<file path="src/rtl/instr_fetch_unit.sv">
// Instruction fetch sequencer: streams instruction-memory words into a small
// prefetch FIFO and presents them as valid/ready commands until HALT or address overflow.
module instr_fetch_unit #(
   parameter int ADDR_W       = 10,
   parameter int READ_LATENCY = 2,
   parameter int FIFO_DEPTH   = 4
) (
   input  logic              clk_clk,
   input  logic              reset_reset,
   input  logic              start,
   input  logic [ADDR_W-1:0] start_addr,
   output logic              busy,
   output logic              done,
   output logic              error,
   output logic [ADDR_W:0]   instr_count,
   output logic [ADDR_W-1:0] instruction_mem_address,
   output logic              instruction_mem_chipselect,
   output logic              instruction_mem_clken,
   output logic              instruction_mem_write,
   output logic [31:0]       instruction_mem_writedata,
   output logic [3:0]        instruction_mem_byteenable,
   input  logic [31:0]       instruction_mem_readdata,
   output logic              cmd_valid,
   input  logic              cmd_ready,
   output logic [3:0]        cmd_opcode,
   output logic [27:0]       cmd_operand
);

   localparam int PTR_W = $clog2(FIFO_DEPTH);
   localparam int CNT_W = PTR_W + 1;
   localparam logic [CNT_W:0] DEPTH_L = (CNT_W+1)'(FIFO_DEPTH);

   typedef enum logic [1:0] {S_IDLE, S_FETCH, S_DRAIN} state_t;

   state_t                  r_state;
   logic [ADDR_W-1:0]       r_pc;
   logic [CNT_W-1:0]        r_inflight;
   logic [READ_LATENCY-1:0] r_rd_vld;
   logic                    r_halt;
   logic                    r_ovf;
   logic                    r_busy;
   logic                    r_done;
   logic                    r_error;
   logic [ADDR_W:0]         r_instr_count;
   logic [31:0]             r_fifo [FIFO_DEPTH];
   logic [PTR_W-1:0]        r_wptr;
   logic [PTR_W-1:0]        r_rptr;
   logic [CNT_W-1:0]        r_occ;

   logic                    w_active;
   logic                    w_ret;
   logic                    w_ret_halt;
   logic                    w_push;
   logic                    w_pop;
   logic [CNT_W:0]          w_used;
   logic                    w_issue;
   logic [CNT_W-1:0]        w_inflight_nxt;
   logic [CNT_W-1:0]        w_occ_nxt;
   logic                    w_halt_nxt;
   logic                    w_ovf_nxt;
   logic                    w_runs_out;
   logic                    w_stop;
   logic                    w_finish;
   logic [31:0]             w_head;

   assign w_active   = (r_state == S_FETCH) || (r_state == S_DRAIN);
   assign w_ret      = r_rd_vld[READ_LATENCY-1];
   // Only the first HALT counts; anything returned after it is dropped.
   assign w_ret_halt = w_ret & ~r_halt & (instruction_mem_readdata[31:28] == 4'h0);
   assign w_push     = w_ret & ~r_halt & (instruction_mem_readdata[31:28] != 4'h0);
   assign w_pop      = (r_occ != '0) & cmd_ready;
   assign w_used     = (CNT_W+1)'(r_inflight) + (CNT_W+1)'(r_occ);
   assign w_issue    = (r_state == S_FETCH) & ~r_halt & ~r_ovf & (w_used < DEPTH_L);

   assign w_inflight_nxt = r_inflight + CNT_W'(w_issue) - CNT_W'(w_ret);
   assign w_occ_nxt      = r_occ + CNT_W'(w_push) - CNT_W'(w_pop);
   assign w_halt_nxt     = r_halt | w_ret_halt;
   assign w_ovf_nxt      = r_ovf | (w_issue & (r_pc == {ADDR_W{1'b1}}));
   assign w_runs_out     = w_ovf_nxt & ~w_halt_nxt & (w_inflight_nxt == '0);
   assign w_stop         = w_halt_nxt | w_runs_out;
   assign w_finish       = w_stop & (w_inflight_nxt == '0) & (w_occ_nxt == '0);

   always_ff @(posedge clk_clk or posedge reset_reset) begin
      if (reset_reset) begin
         r_state       <= S_IDLE;
         r_pc          <= '0;
         r_inflight    <= '0;
         r_rd_vld      <= '0;
         r_halt        <= 1'b0;
         r_ovf         <= 1'b0;
         r_busy        <= 1'b0;
         r_done        <= 1'b0;
         r_error       <= 1'b0;
         r_instr_count <= '0;
         r_wptr        <= '0;
         r_rptr        <= '0;
         r_occ         <= '0;
      end else begin
         r_done      <= 1'b0;
         r_rd_vld[0] <= w_issue;
         for (int i = 1; i < READ_LATENCY; i++) begin
            r_rd_vld[i] <= r_rd_vld[i-1];
         end
         case (r_state)
            S_IDLE: begin
               if (start) begin
                  r_state       <= S_FETCH;
                  r_pc          <= start_addr;
                  r_inflight    <= '0;
                  r_halt        <= 1'b0;
                  r_ovf         <= 1'b0;
                  r_busy        <= 1'b1;
                  r_error       <= 1'b0;
                  r_instr_count <= '0;
                  r_wptr        <= '0;
                  r_rptr        <= '0;
                  r_occ         <= '0;
               end
            end
            default: begin
               if (w_issue) r_pc <= r_pc + ADDR_W'(1);
               if (w_push)  r_wptr <= r_wptr + PTR_W'(1);
               if (w_pop) begin
                  r_rptr        <= r_rptr + PTR_W'(1);
                  r_instr_count <= r_instr_count + (ADDR_W+1)'(1);
               end
               r_inflight <= w_inflight_nxt;
               r_occ      <= w_occ_nxt;
               r_halt     <= w_halt_nxt;
               r_ovf      <= w_ovf_nxt;
               if (w_runs_out) r_error <= 1'b1;
               if (w_finish) begin
                  r_state <= S_IDLE;
                  r_done  <= 1'b1;
                  r_busy  <= 1'b0;
               end else if (w_stop) begin
                  r_state <= S_DRAIN;
               end
            end
         endcase
      end
   end

   // Prefetch storage holds data only; validity lives in the pointers above.
   always_ff @(posedge clk_clk) begin
      if (w_push && w_active) r_fifo[r_wptr] <= instruction_mem_readdata;
   end

   assign w_head = r_fifo[r_rptr];

   assign busy        = r_busy;
   assign done        = r_done;
   assign error       = r_error;
   assign instr_count = r_instr_count;

   assign instruction_mem_address    = r_pc;
   assign instruction_mem_chipselect = w_issue;
   assign instruction_mem_clken      = 1'b1;
   assign instruction_mem_write      = 1'b0;
   assign instruction_mem_writedata  = 32'h0;
   assign instruction_mem_byteenable = 4'hF;

   assign cmd_valid   = (r_occ != '0);
   assign cmd_opcode  = cmd_valid ? w_head[31:28] : 4'h0;
   assign cmd_operand = cmd_valid ? w_head[27:0]  : 28'h0;

endmodule

</file>
<file path="config.mk">
export PLATFORM = sky130hd
export DESIGN_NAME = instr_fetch_unit
export DESIGN_NICKNAME = d
export VERILOG_FILES = /design/src/rtl/instr_fetch_unit.sv
export SDC_FILE = /design/constraint.sdc
export NUM_CORES = 1
export LEC_CHECK = 0
export ABC_AREA = 0
export BUFFER_PORTS_ARGS = -buffer_cell sky130_fd_sc_hd__buf_2
export CORE_ASPECT_RATIO = 0.9
export CORE_MARGIN = 5
export CORE_UTILIZATION = 50
export DETAILED_ROUTE_END_ITERATION = 7
export GPL_TIMING_DRIVEN = 0
export PLACE_DENSITY_LB_ADDON = 0.05
export SYNTH_ARGS = -nofsm -noshare
export SYNTH_HDL_FRONTEND = slang
export SYNTH_SLANG_ARGS = --single-unit
export TNS_END_PERCENT = 100
</file>
<file path="constraint.sdc">
create_clock -name clk_clk -period 2.8 [get_ports clk_clk]
set_input_delay 0.14 -clock clk_clk [delete_from_list [all_inputs] [get_ports clk_clk]]
set_output_delay 0.14 -clock clk_clk [all_outputs]
set_load 0.02 [all_outputs]
</file>
==> impl_metrics.toml <==
[run_status]
outcome = "completed"

[detailed_routing]
ant_nets = 0
vias = 4636
drc_errors = 0
vias_per_cell = 5.12
wirelength_mm = 15.8
drt-initial-drc-count = 280
first_pass_iters = 4
routedWlPerCell_um = 17.4

[sta]
slew_violations = 0
max_freq_ghz = 0.368
worstMarginPinSlew_ns = 0.898
finalCritPeriodShare = 0.971
setup_violations = 0
finalCriticalPeriod_ns = 2.72
clock_skew_ns = 0.00856
slew_headroom = 0.402
finalHoldViolations = 0

[setup_path]
worstPathRequired_ns = 3.08
path_max_fanout = 4
crit_chain = "or3_4 -> and2_4 -> ha_4 -> inv_2 -> ha_4 -> fa_2 -> xnor2_2 -> xnor2_2 -> nand3_4 -> a32oi_2 -> a311oi_2"
arrival_ns = 3.00
slowest_delay_ns = 0.44
cp_num_buf_inv = 1
slowest_stage = "dfrtp_2"
critPathTopFamily = "adder cells"
cp-start-kind = "register"
worstSetupPathType = "reg2reg"
cp-end-kind = "register"

[grt]
grt_use_total = 0.187
grt_pass1_wl_mm = 25.5
antenna_found_initial = 0
grt_pass1_vias = 4777
grt_max_degree = 41
overflow = 0

[logic_synthesis]
synth-edff-count = 128
yosysWarnings = 0
syn_area_mm2 = 0.00747
yosysSeqAreaShare = 0.649
yosys_register_bits = 168
synth.distinct_cells = 48
synth_flop_cell = "edfxtp_1"
syn_area_per_cell_um2 = 15.4
yosys.area.top_type = "edfxtp_1"
yosys-top-cells-area = "edfxtp_1, dfrtp_1, mux4_2, buf_4, and2_1"
synthCells = 484
async_reset_ff_frac = 0.238
synth_top_area_frac = 0.515

[clock_tree]
clkLatencyLatePin_ns = 0.43
path_clk_slew_ns = 0.06
htreeDepth = 4
numCtsBuffers = 17
cts_tree = "yes"
root_buffer = "clkbuf_16"
max-clock-path-buffers = 2
cts.sinks = 168

[run]
drv_cap = 0

[layout]
drive_gt1_frac = 0.362
area_growth_pct = 27.7
num-nets-final = 756
antenna_cells = 0
final_cell_count_no_fill = 905
postLayoutCoreUtil = 0.650
fill_cells = 1090

[pwr]
ir_drop_mv = 0.535
leakage_nw = 3.76
p_per_area_mw_per_mm2 = 811

[floorplan]
die_h_um = 126
io_pins = 142
dieArea_mm2 = 0.0175
die_w_um = 139
core_mm2 = 0.0147
rows = 42
start_util = 0.509

[worst_hold_path]
hold_path.class = "in2reg"

[placement]
dp_cells = 821
numPortBuffers = 103
dp_hpwl_mm = 9.94
place.gp.congestion = 0.755
-- logic make-up after synthesis --
| family | synth area share |
|---|---|
| simple gates | 0.0950 |
| other cells | 0.00101 |
| compound gates | 0.0340 |
| xor+xnor | 0.0241 |
| fa+ha+maj | 0.0288 |
| mux | 0.109 |
| buf+inv | 0.0598 |
| flops | 0.649 |
-- where the power goes --
| part | internal (W) | switching [W] | leakage, nW |
|---|---|---|---|
| registers | 0.00278 | 0.000107 | 1.62 |
| clock network | 0.00129 | 0.000898 | 0.268 |
| logic | 0.00122 | 0.00144 | 1.88 |
-- cell usage after synthesis (all sizes together) (9+ instances only) --
| cell type | count |
|---|---|
| xor2 | 9 |
| clkbuf | 10 |
| buf | 48 |
| mux4 | 32 |
| nand3 | 9 |
| nand2 | 24 |
| edfxtp | 128 |
| o22ai | 13 |
| nor2 | 22 |
| inv | 19 |
| ha | 14 |
| and2 | 35 |
| xnor2 | 9 |
| dfrtp | 40 |
-- worst paths after layout --
path | from | to | slack, ns | depth (start not counted)
worst max register to register | r_occ[2] | r_state[1] | 0.08 | 11
worst min register to register | r_rd_vld[0] | r_rd_vld[1] | 0.35 | 0
worst min-delay path | start_addr[1] | instruction_mem_address[1] | 0.02 | 3
min in group asynchronous | reset_reset | instr_count[9] | 0.44 | 3
worst max-delay path | r_occ[2] | r_state[1] | 0.08 | 11
max in group asynchronous | reset_reset | r_occ[1] | 1.74 | 3
-- final cells by class --
class / instances / area [um^2] / share of cell area
sequential: 168 / 4850 / 0.508
multi-input combinational: 274 / 2440 / 0.256
timing repair buffer: 156 / 1010 / 0.106
clock buffer: 19 / 433 / 0.0454
buffer: 57 / 365 / 0.0383
tap: 198 / 248 / 0.0260
clock inverter: 13 / 111 / 0.0117
inverter: 20 / 80.1 / 0.00840
-- worst register-to-register path, stage by stage, from the launching register on --
cell and delay (ns):
dfrtp_2 0.44, or3_4 0.38, and2_4 0.19, ha_4 0.26, inv_2 0.04, ha_4 0.15
fa_2 0.37, xnor2_2 0.16, xnor2_2 0.23, nand3_4 0.11, a32oi_2 0.19, a311oi_2 0.05
-- per-layer routing --
| metal | GRT usage | part of all wire | up-vias |
|---|---|---|---|
| met1 | 0.258 | 0.44 | 2316 |
| met2 | 0.293 | 0.48 | 152 |
| met3 | 0.0417 | 0.059 | 18 |
| met5 | 0 | 0 | - |
| met4 | 0.0731 | 0.017 | 0 |
| li1 | - | - | 2150 |
-- metrics by stage --
step	area, um^2	hold slack, ns	total power (W)	setup TNS [ns]	setup WS (ns)
detailed placement	8380	0.336	0.00535	-0.878	-0.272
global route	9540	0.0288	0.00814	-0.0551	-0.0551
CTS	9420	0.00635	0.00767	0	0.00413
finish	9540	0.0204	0.00773	0	0.0799
floorplan	7610	0.239	0.00465	0	0.0000238
global placement	8370	0.334	0.00532	-0.708	-0.231
-- sequential cells by signal, summed over array words and instances (netlist names) --
name / flops
done: 1
instr_count: 11
r_occ: 3
r_halt: 1
error: 1
r_wptr: 2
r_ovf: 1
instruction_mem_address: 10
r_rptr: 2
busy: 1
r_rd_vld: 2
r_fifo: 128
r_inflight: 3
r_state: 2
-- layout by cell type, fill, tap and decap left out, types with 17 or more instances in the layout --
master and instances:
edfxtp_1 128, nand2_1 24, dlygate4sd3_1 40, and2_1 34
clkbuf_16 17, nor2_1 21, buf_4 51, buf_2 110
mux4_2 32, dfrtp_1 37, conb_1 38
-- timing repair --
action / in CTS / in global routing
buffers inserted: 10 / 3
gates resized for setup: 9 / 19
hold buffers: 40 / 0
setup endpoints to repair: 5 / 6
pin swaps: 10 / 10
hold endpoints to repair: 175 / 0
Note: power is estimated with default switching activity, not from simulation.
